$ cat config.mk
export PLATFORM = sky130hd
export DESIGN_NAME = lcd_text_ctrl
export DESIGN_NICKNAME = d
export VERILOG_FILES = /design/src/rtl/lcd_pkg.sv /design/src/rtl/lcd_nibble_tx.sv /design/src/rtl/lcd_text_ctrl.sv
export SDC_FILE = /design/constraint.sdc
export NUM_CORES = 1
export LEC_CHECK = 0
export ABC_AREA = 1
export ABC_CLOCK_PERIOD_IN_PS = 3800
export BUFFER_PORTS_ARGS = -buffer_cell sky130_fd_sc_hd__buf_2
export CORE_MARGIN = 5
export CORE_UTILIZATION = 25
export CTS_CLUSTER_DIAMETER = 60
export DETAILED_ROUTE_END_ITERATION = 6
export PLACE_DENSITY = 0.48
export SLEW_MARGIN = 20
export SYNTH_ARGS = -nofsm -noshare
export SYNTH_HDL_FRONTEND = slang
export SYNTH_SLANG_ARGS = --single-unit
$ cat constraint.sdc
create_clock -name CLK_27 -period 3.8 [get_ports CLK_27]
set_input_delay 0.57 -clock CLK_27 [delete_from_list [all_inputs] [get_ports CLK_27]]
set_output_delay 0.57 -clock CLK_27 [all_outputs]
set_load 0.05 [all_outputs]
$ cat src/rtl/lcd_pkg.sv
// Shared definitions for the HD44780 4-bit text controller: command
// bytes, FSM encodings, init ROM and DDRAM row-base lookup.
package lcd_pkg;

  localparam logic [7:0] CMD_FUNC_4B2L = 8'h28;
  localparam logic [7:0] CMD_DISP_ON   = 8'h0C;
  localparam logic [7:0] CMD_CLEAR     = 8'h01;
  localparam logic [7:0] CMD_HOME      = 8'h02;
  localparam logic [7:0] CMD_ENTRY_INC = 8'h06;
  localparam logic [7:0] CMD_SET_DDRAM = 8'h80;
  localparam logic [7:0] CHAR_NEWLINE  = 8'h0A;

  // Top-level controller states
  typedef enum logic [2:0] {
    ST_PWRUP, ST_INIT, ST_IDLE, ST_SEND, ST_WAIT, ST_ADDR, ST_CLEAR
  } lcd_state_t;

  // What the transfer currently in flight was, so WAIT knows where to go next
  typedef enum logic [1:0] {
    K_INIT, K_DATA, K_ADDR, K_CLR
  } lcd_kind_t;

  // Nibble transmitter states
  typedef enum logic [2:0] {
    TX_IDLE, TX_SETUP, TX_EHI, TX_GAP, TX_WAIT
  } tx_state_t;

  // Init sequence: entries 0..3 go out as a single (high) nibble, 4..7 as full bytes
  function automatic logic [7:0] init_rom(input logic [2:0] idx);
    case (idx)
      3'd0, 3'd1, 3'd2: return 8'h30;
      3'd3:             return 8'h20;
      3'd4:             return CMD_FUNC_4B2L;
      3'd5:             return CMD_DISP_ON;
      3'd6:             return CMD_CLEAR;
      default:          return CMD_ENTRY_INC;
    endcase
  endfunction

  // DDRAM address of column 0 for a given row; rows 2/3 continue after rows 0/1
  function automatic logic [6:0] row_base(input logic [1:0] row, input int cols);
    logic [6:0] c;
    c = 7'(cols);
    case (row)
      2'd0:    return 7'h00;
      2'd1:    return 7'h40;
      2'd2:    return c;
      default: return 7'h40 + c;
    endcase
  endfunction

endpackage

$ cat src/rtl/lcd_nibble_tx.sv
// Drives one byte (or one lone nibble) onto the 4-bit LCD bus with the
// enable strobe, inter-nibble gap and post-command settle wait.
module lcd_nibble_tx
  import lcd_pkg::*;
#(
  parameter int E_CYC   = 12,
  parameter int NIB_CYC = 27,
  parameter int CMD_CYC = 1080,
  parameter int CLR_CYC = 44280,
  parameter int PWR_CYC = 405000
) (
  input  logic       i_clk,
  input  logic       i_reset,
  input  logic [7:0] i_byte,
  input  logic       i_rs,
  input  logic       i_start,
  input  logic       i_nibble_only,
  input  logic       i_long_wait,
  output logic [3:0] o_db,
  output logic       o_e,
  output logic       o_rs,
  output logic       o_done
);

  localparam int CW = $clog2(PWR_CYC + 1);
  localparam logic [CW-1:0] E_LAST   = CW'(E_CYC - 1);
  localparam logic [CW-1:0] GAP_LAST = CW'(NIB_CYC - 2);
  localparam logic [CW-1:0] CMD_LAST = CW'(CMD_CYC - 1);
  localparam logic [CW-1:0] CLR_LAST = CW'(CLR_CYC - 1);

  tx_state_t     r_state, w_next;
  logic [CW-1:0] r_cnt;
  logic [CW-1:0] w_wait_last;
  logic [3:0]    r_lo_nib;
  logic [3:0]    r_db;
  logic          r_rs, r_lo, r_nib_only, r_long, r_e, r_done;

  // Sequence setup -> E high -> gap -> setup -> E high -> settle wait
  always_comb begin
    w_next      = r_state;
    w_wait_last = r_long ? CLR_LAST : CMD_LAST;
    case (r_state)
      TX_IDLE:  if (i_start) w_next = TX_SETUP;
      TX_SETUP: w_next = TX_EHI;
      TX_EHI:   if (r_cnt == E_LAST) w_next = (r_lo || r_nib_only) ? TX_WAIT : TX_GAP;
      TX_GAP:   if (r_cnt == GAP_LAST) w_next = TX_SETUP;
      TX_WAIT:  if (r_cnt == w_wait_last) w_next = TX_IDLE;
      default:  w_next = TX_IDLE;
    endcase
  end

  // State, saturating timer and registered bus outputs
  always_ff @(posedge i_clk) begin
    if (i_reset) begin
      r_state    <= TX_IDLE;
      r_cnt      <= '0;
      r_lo_nib   <= '0;
      r_db       <= '0;
      r_rs       <= 1'b0;
      r_lo       <= 1'b0;
      r_nib_only <= 1'b0;
      r_long     <= 1'b0;
      r_e        <= 1'b0;
      r_done     <= 1'b0;
    end else begin
      r_state <= w_next;
      r_e     <= (w_next == TX_EHI);
      r_done  <= (r_state == TX_WAIT) && (w_next == TX_IDLE);
      if (w_next != r_state) begin
        r_cnt <= '0;
      end else if (r_cnt != '1) begin
        r_cnt <= r_cnt + 1'b1;
      end
      if (r_state == TX_IDLE && i_start) begin
        r_db       <= i_byte[7:4];
        r_lo_nib   <= i_byte[3:0];
        r_rs       <= i_rs;
        r_nib_only <= i_nibble_only;
        r_long     <= i_long_wait;
        r_lo       <= 1'b0;
      end
      if (r_state == TX_GAP && w_next == TX_SETUP) begin
        r_db <= r_lo_nib;
        r_lo <= 1'b1;
      end
    end
  end

  assign o_db   = r_db;
  assign o_e    = r_e;
  assign o_rs   = r_rs;
  assign o_done = r_done;

endmodule

$ cat src/rtl/lcd_text_ctrl.sv
// HD44780 text controller: power-up, init, byte stream with cursor
// tracking, line wrap, newline and clear handling.
module lcd_text_ctrl
  import lcd_pkg::*;
#(
  parameter int ROWS    = 2,
  parameter int COLS    = 16,
  parameter int E_CYC   = 12,
  parameter int NIB_CYC = 27,
  parameter int CMD_CYC = 1080,
  parameter int CLR_CYC = 44280,
  parameter int PWR_CYC = 405000
) (
  input  logic       CLK_27,
  input  logic       RESET,
  input  logic       char_valid,
  input  logic [7:0] char_data,
  output logic       char_ready,
  input  logic       clr_req,
  output logic       clr_ack,
  output logic       init_done,
  output logic [1:0] cur_row,
  output logic [5:0] cur_col,
  output logic [3:0] LCD_FPGA_DB,
  output logic       LCD_FPGA_E,
  output logic       LCD_FPGA_RS,
  output logic       LCD_FPGA_RW
);

  localparam int CW = $clog2(PWR_CYC + 1);
  localparam logic [CW-1:0] PWR_LAST = CW'(PWR_CYC - 1);

  lcd_state_t    r_state, w_next;
  lcd_kind_t     r_kind;
  logic [CW-1:0] r_pwr_cnt;
  logic [2:0]    r_idx;
  logic [1:0]    r_row, w_next_row;
  logic [5:0]    r_col, w_col_inc;
  logic [7:0]    r_byte, w_tx_byte;
  logic          r_init_done, r_clr_ack;
  logic          w_tx_start, w_tx_rs, w_tx_nib_only, w_tx_long, w_tx_done, w_accept;

  assign char_ready = (r_state == ST_IDLE) && r_init_done && !clr_req;
  assign w_accept   = char_ready && char_valid;
  assign w_next_row = (r_row == 2'(ROWS - 1)) ? 2'd0 : r_row + 2'd1;
  assign w_col_inc  = r_col + 6'd1;
  assign w_tx_long  = !w_tx_rs && (w_tx_byte == CMD_CLEAR || w_tx_byte == CMD_HOME);

  // Next state and the byte handed to the transmitter
  always_comb begin
    w_next        = r_state;
    w_tx_start    = 1'b0;
    w_tx_byte     = r_byte;
    w_tx_rs       = 1'b0;
    w_tx_nib_only = 1'b0;
    case (r_state)
      ST_PWRUP: if (r_pwr_cnt == PWR_LAST) w_next = ST_INIT;
      ST_INIT: begin
        w_tx_start    = 1'b1;
        w_tx_byte     = init_rom(r_idx);
        w_tx_nib_only = !r_idx[2];
        w_next        = ST_WAIT;
      end
      ST_IDLE: begin
        if (clr_req) w_next = ST_CLEAR;
        else if (w_accept) w_next = (char_data == CHAR_NEWLINE) ? ST_ADDR : ST_SEND;
      end
      ST_SEND: begin
        w_tx_start = 1'b1;
        w_tx_rs    = 1'b1;
        w_next     = ST_WAIT;
      end
      ST_ADDR: begin
        w_tx_start = 1'b1;
        w_tx_byte  = CMD_SET_DDRAM | {1'b0, row_base(r_row, COLS)};
        w_next     = ST_WAIT;
      end
      ST_CLEAR: begin
        w_tx_start = 1'b1;
        w_tx_byte  = CMD_CLEAR;
        w_next     = ST_WAIT;
      end
      ST_WAIT: begin
        if (w_tx_done) begin
          case (r_kind)
            K_INIT:  w_next = (r_idx == 3'd7) ? ST_IDLE : ST_INIT;
            K_DATA:  w_next = (w_col_inc == 6'(COLS)) ? ST_ADDR : ST_IDLE;
            default: w_next = ST_IDLE;
          endcase
        end
      end
      default: w_next = ST_PWRUP;
    endcase
  end

  // State register plus cursor, init index, power-up timer and handshake bookkeeping
  always_ff @(posedge CLK_27) begin
    if (RESET) begin
      r_state     <= ST_PWRUP;
      r_kind      <= K_INIT;
      r_pwr_cnt   <= '0;
      r_idx       <= '0;
      r_row       <= '0;
      r_col       <= '0;
      r_byte      <= '0;
      r_init_done <= 1'b0;
      r_clr_ack   <= 1'b0;
    end else begin
      r_state   <= w_next;
      r_clr_ack <= 1'b0;
      case (r_state)
        ST_PWRUP: if (r_pwr_cnt != '1) r_pwr_cnt <= r_pwr_cnt + 1'b1;
        ST_INIT:  r_kind <= K_INIT;
        ST_SEND:  r_kind <= K_DATA;
        ST_ADDR:  r_kind <= K_ADDR;
        ST_CLEAR: r_kind <= K_CLR;
        ST_IDLE: begin
          if (w_next == ST_SEND) r_byte <= char_data;
          if (w_next == ST_ADDR) begin
            r_col <= '0;
            r_row <= w_next_row;
          end
        end
        ST_WAIT: begin
          if (w_tx_done) begin
            case (r_kind)
              K_INIT: begin
                if (r_idx == 3'd7) r_init_done <= 1'b1;
                else r_idx <= r_idx + 3'd1;
              end
              K_DATA: begin
                if (w_col_inc == 6'(COLS)) begin
                  r_col <= '0;
                  r_row <= w_next_row;
                end else begin
                  r_col <= w_col_inc;
                end
              end
              K_CLR: begin
                r_row     <= '0;
                r_col     <= '0;
                r_clr_ack <= 1'b1;
              end
              default: ;
            endcase
          end
        end
        default: ;
      endcase
    end
  end

  lcd_nibble_tx #(
    .E_CYC  (E_CYC),
    .NIB_CYC(NIB_CYC),
    .CMD_CYC(CMD_CYC),
    .CLR_CYC(CLR_CYC),
    .PWR_CYC(PWR_CYC)
  ) u_tx (
    .i_clk        (CLK_27),
    .i_reset      (RESET),
    .i_byte       (w_tx_byte),
    .i_rs         (w_tx_rs),
    .i_start      (w_tx_start),
    .i_nibble_only(w_tx_nib_only),
    .i_long_wait  (w_tx_long),
    .o_db         (LCD_FPGA_DB),
    .o_e          (LCD_FPGA_E),
    .o_rs         (LCD_FPGA_RS),
    .o_done       (w_tx_done)
  );

  assign clr_ack     = r_clr_ack;
  assign init_done   = r_init_done;
  assign cur_row     = r_row;
  assign cur_col     = r_col;
  assign LCD_FPGA_RW = 1'b0;

endmodule
==> results.cfg, run 1 <==
[timing]
final.setup.tns_ps = 0
final-max-slew-violation-count = 0
maxSlewHeadroom = 0.5806
tightest_slew_ps = 629.0
rsz0062_at_grt = no
max_freq_mhz = 446.7
period_share = 0.5891
fin_crit_ps = 2238
hold_viol_final = 0
setup_viol = 0
clock_skew_ps = 4.982

[synthesis]
yosysMostFrequentCell = nand2_1
yosys_warnings = 0
synth_seq_area_share = 0.3513
synth-seq-cells = 81
syn_inst = 668
synth_top_area_cell = dfxtp_1
synth_top_area_frac = 0.3513
synth_common_cells = nand2_1, nor2_1, dfxtp_1, inv_1, a21oi_1
yosysUniqueCellTypes = 45
synth_area_leaders = dfxtp_1, nand2_1, nor2_1, inv_1, a21oi_1
synth_edf_count = 0
async_reset_ff_frac = 0
syn_nets = 689
synth_ff_type = dfxtp_1
postSynthAreaPerCell_sq_um = 6.910
syn-cell-area_sq_mm = 0.004616

[critical_path]
crit_chain = ha_1, nand2_1, nor2_2, nand2_1, nor4_4, a21oi_2, buf_4, inv_2, nand2_1, a21oi_1
cp_common_cell = nand2_1
path_max_fanout = 15
arrival_ps = 2510
slowest_stage = dfxtp_1
endpoint_kind = register
crit_type = register to register
r2r_cells = 10
timing.rr.start = r_pwr_cnt[0]
reg2reg_slack_ps = 1560
worstSetupStartpoint = r_pwr_cnt[0]
cp-start-kind = register
worstReg2RegEnd = r_pwr_cnt[6]
required_ps = 4070
crit_path_max_incr_delay_ps = 430

[placed_design]
dp.cells = 909
dp_hpwl_um = 8229
numPortBuffers = 28
routabilityCongestion = 0.8340

[die]
die_height_um = 145.9
die_x_um = 145.9
initial_core_util = 0.2552
pin_count = 30
core_sq_mm = 0.01809
dieArea_sq_mm = 0.02128
rows = 49

[global_route]
grt.total_usage = 0.1083
first_global_vias = 3989
grt-ovfl-total = 0
antenna_found_initial = 0
grt_pass1_wl_um = 19310
grt_max_degree = 33

[layout]
fillerInstances = 1993
diodes = 0
drive_above_1_share = 0.1408
layout.cells.non_filler = 925
area_growth_syn_to_layout_pct = 14.01
nets = 712

[cts]
cts_tree = yes
cts_resized = 0
cts.clk_slew.worst_paths_ps = 60
clock_sinks = 81
holdBufCountCts = 0
clkLatencyLatePin_ps = 340
post_cts_buffers = 0
cts_htree_levels = 3
cts_root_buf = clkbuf_16
cts_buffers = 9
clock_path_buffers = 2

[outcome]
status = complete, no violations

[hold_path]
worstHoldPathType = register to register
holdPathEnd = r_byte[7]
hold_depth = 2
hold_start = r_byte[7]

[route]
wire_per_inst_um = 11.90
drt-vias-per-instance = 4.417
drc = 0
wl_um = 11010
vias = 4086
drt_iter0_drc = 150
firstDrtPassIters = 4
ant_nets = 0

[power_and_ir_drop]
vdd_drop_max_mv = 0.1812
p_leak_nw = 2.056
p_per_area_mw_per_mm2 = 344.1

[job]
cap_viol_max_count = 0
-- through the flow --
| step | instance area (sq um) | util | power, mW | hold slack (ps) | setup WS [ps] |
|---|---|---|---|---|---|
| after floorplan | 4616 | - | 0.9219 | 424.5 | 1455 |
| after global placement | 4956 | 0.2740 | 0.9380 | 443.3 | 1590 |
| after detailed placement | 4956 | 0.2740 | 0.9379 | 449.5 | 1561 |
| after CTS | 5263 | 0.2910 | 1.849 | 458.1 | 1541 |
| after global routing | 5263 | 0.2910 | 1.890 | 478.7 | 1312 |
| final | 5263 | 0.2910 | 1.811 | 456.8 | 1562 |
-- cells by family (layout without fill, tap and decap cells) --
group           Yosys count  after routing  synth area share
compound gates          104            104            0.1214
xor+xnor                 30             30           0.05693
fa+ha+maj                 9              9           0.02440
buf+inv                  99            127           0.08810
flops                    81             81            0.3513
other cells               1              1         0.0008124
simple gates            344            344            0.3570
-- cells in the final DEF, fill, tap and decap left out, drive strengths merged --
cell type,count
a211oi,1
a21oi,51
and2,1
and3,1
buf,30
bufinv,1
clkbuf,11
clkinv,5
conb,1
dfxtp,81
ha,9
inv,80
nand2,138
nand3,47
nand3b,2
nand4,15
nor2,115
nor3,17
nor3b,2
nor4,6
o211a,1
o211ai,2
o21a,2
o21ai,42
o21bai,1
o22ai,2
o31ai,1
o41ai,1
xnor2,9
xor2,21
-- layer usage --
layer / track usage / up-vias / routed length (um)
met2: 0.1738 / 45 / 4906
li1: - / 2207 / -
met3: 0.01869 / 12 / 275
met4: 0.04558 / 0 / 217
met5: 0 / - / 0
met1: 0.1437 / 1822 / 5606
-- worst max-delay path: cells and delay by family, from the launching register on --
kind	cells	cell delay (ps)
AO/OA/AOI/OAI	2	350
adder cells (fa/ha/maj)	1	250
buffers and inverters	2	440
flip-flops	1	430
AND/OR/NAND/NOR	5	700
-- layout make-up --
cell class,count,area [sq um],share of cell area
flip-flops and latches,81,1622,0.3081
multi-input cells,488,2587,0.4917
clock buffers,11,252.7,0.04803
well taps,229,286.5,0.05445
repair buffers,30,155.1,0.02948
clock inverters,5,53.80,0.01022
inverters,81,305.3,0.05801
-- worst max-delay path by stage --
| stage | endpoint | slack [ps] |
|---|---|---|
| finish | r_pwr_cnt[6] | 1560 |
| CTS | r_pwr_cnt[6] | 1540 |
| floorplan | cur_col[0] | 1450 |
| detailed placement | r_pwr_cnt[6] | 1560 |
| global placement | cur_col[4] | 1590 |
| global route | r_pwr_cnt[9] | 1310 |
-- report_power, final --
part / total, mW / internal (mW) / switching (mW) / leakage (nW)
registers: 0.860 / 0.855 / 0.00517 / 0.653
logic: 0.0577 / 0.0181 / 0.0396 / 1.25
clock network: 0.893 / 0.542 / 0.351 / 0.155
-- flip-flops by register name (all words and copies together), names as in the netlist --
signal and cells:
clr_ack 1, cur_col 6, cur_row 2, init_done 1, r_byte 8, r_idx 3, r_kind 2, r_pwr_cnt 19
r_state 3, u_tx.o_db 4, u_tx.o_done 1, u_tx.o_e 1, u_tx.o_rs 1, u_tx.r_cnt 19, u_tx.r_lo 1, u_tx.r_lo_nib 4
u_tx.r_long 1, u_tx.r_nib_only 1, u_tx.r_state 3
No activity file was read; power rests on OpenSTA's default activity.
==> run 2: changes to the inputs <==
--- a/config.mk
+++ b/config.mk
@@ -6,7 +6,7 @@
 export NUM_CORES = 1
 export LEC_CHECK = 0
 export ABC_AREA = 1
-export ABC_CLOCK_PERIOD_IN_PS = 3800
+export ABC_CLOCK_PERIOD_IN_PS = 2100
 export BUFFER_PORTS_ARGS = -buffer_cell sky130_fd_sc_hd__buf_2
 export CORE_MARGIN = 5
 export CORE_UTILIZATION = 25
==> constraint.sdc (replaced) <==
create_clock -name CLK_27 -period 2.1 [get_ports CLK_27]
set_input_delay 0.315 -clock CLK_27 [delete_from_list [all_inputs] [get_ports CLK_27]]
set_output_delay 0.315 -clock CLK_27 [all_outputs]
set_load 0.05 [all_outputs]
==> run 2 against run 1 <==
Against the previous run: flip-flop and latch count is the same; via count increased by 1.4%; clock power is 66% higher; fmax is 18% higher; wire length grew 1.6%; sequential share of layout area decreased by 0.54 points; clock-buffer cell count down 1.
==> results.cfg, run 2 (same netlist as run 1, synthesis figures left out) <==
[placed_design]
numPortBuffers = 28
dp_hpwl_um = 8494
routabilityCongestion = 0.8420
dpl_cell_area_sq_mm = 0.005046

[critical_path]
arrival_ps = 2170
crit_path_max_incr_delay_ps = 360
path_max_fanout = 9
crit_type = register to register
cp_common_cell = nand2_1
cp-start-kind = register
required_ps = 2380
path_buf_inv = 1
slowest_stage = dfxtp_1
crit_chain = ha_2, nand2_1, nor2_2, nand2_2, nor4_4, a21oi_4, buf_4, nand3_1, nand2_1, a21oi_1
endpoint_kind = register
path_delay_family = simple AND/OR/NAND/NOR gates

[timing]
max_freq_mhz = 528.2
fin_crit_ps = 1893
final-max-slew-violation-count = 0
rsz0062_at_grt = no
final.setup.tns_ps = 0
setup_viol = 0
period_share = 0.9016
clock_skew_ps = 8.474
hold_viol_final = 0

[route]
drt_iter0_drc = 172
drt-vias-per-instance = 4.422
drc = 0
ant_nets = 0
wl_um = 11190
vias = 4143
wire_per_inst_um = 11.94
firstDrtPassIters = 5

[layout]
nets = 725
area_growth_syn_to_layout_pct = 16.13
diodes = 0
layout_commonest_cell = nand2_1
drive_above_1_share = 0.1596
fillerInstances = 1993
layout_common_cells = nand2_1, nor2_1, dfxtp_1
final_area_sq_mm = 0.005360
reg.largest.list = r_pwr_cnt: 19 flops, u_tx.r_cnt: 19 flops, r_byte: 8 flops

[cts]
clock_path_buffers = 2
clock_sinks = 81
cts_htree_levels = 3
cts_root_buf = clkbuf_16
cts_buffers = 9
clkLatencyLatePin_ps = 350
cts.clk_slew.worst_paths_ps = 60
holdBufCountCts = 0
cts_tree = yes

[outcome]
status = complete, no violations

[die]
die_x_um = 145.9
rows = 49
pin_count = 30
dieArea_sq_mm = 0.02128
die_height_um = 145.9
initial_core_util = 0.2552
core_sq_mm = 0.01809

[power_and_ir_drop]
p_per_area_mw_per_mm2 = 588.2
p_leak_nw = 2.105
vdd_drop_max_mv = 0.2959

[global_route]
grt_max_degree = 29
grt-ovfl-total = 0
grt.total_usage = 0.1068
antenna_found_initial = 0
grt_pass1_wl_um = 18950
first_global_vias = 3961

[job]
cap_viol_max_count = 0

[hold_path]
worstHoldPathType = input pin to register
[run 2: per-layer routing]
layer / global-route usage / vias to the layer above / share of wire / wire length (um)
met2: 0.1752 / 46 / 0.46 / 5098
met5: 0 / - / 0 / 0
li1: - / 2227 / - / -
met4: 0.04368 / 0 / 0.017 / 191
met1: 0.1377 / 1857 / 0.50 / 5553
met3: 0.02087 / 13 / 0.031 / 342
[run 2: layout make-up]
cell class                 count  area (sq um)  area share
clock inverter                 5         32.53    0.006069
timing repair buffer          43         265.3     0.04949
clock buffer                  10         239.0     0.04458
inverter                      81         307.8     0.05742
multi-input combinational    488          2606      0.4862
tap                          229         286.5     0.05345
sequential                    81          1623      0.3028
[run 2: what timing repair did]
item / CTS / global route
endpoints found under the setup margin: 0 / 30
hold endpoints to repair: 0 / 0
gates resized for setup: 0 / 4
setup buffers: 0 / 2
[run 2: final timing paths]
path	depth (start not counted)	endpoint	slack (ps)	startpoint
max	10	r_pwr_cnt[3]	210	r_pwr_cnt[1]
min	3	r_byte[0]	260	char_data[0]
max reg2reg	10	r_pwr_cnt[3]	210	r_pwr_cnt[1]
min reg2reg	2	r_byte[1]	450	r_byte[1]
[run 2: through the flow]
stage | power (mW) | worst slack [ps] | utilization | hold WS, ps | std cells
after floorplan | 1.668 | 85.03 | - | 424.5 | 668
after global placement | 1.703 | 204.7 | 0.2790 | 442.4 | 920
after detailed placement | 1.703 | 157.8 | 0.2790 | 444.1 | 920
after CTS | 3.194 | 156.2 | 0.2940 | 248.0 | 935
after global routing | 3.289 | 26.75 | 0.2964 | 269.9 | 937
final | 3.153 | 206.7 | 0.2964 | 255.9 | 937
[run 2: worst min-delay path, cell delays in order]
cell	delay, ps
buf_2	90
o21ai_0	80
nor2_1	80
[run 2: where the power goes]
part / total [mW] / internal, mW / switching (mW)
combinational: 0.117 / 0.0414 / 0.0754
sequential: 1.55 / 1.55 / 0.00823
clock: 1.48 / 0.822 / 0.659
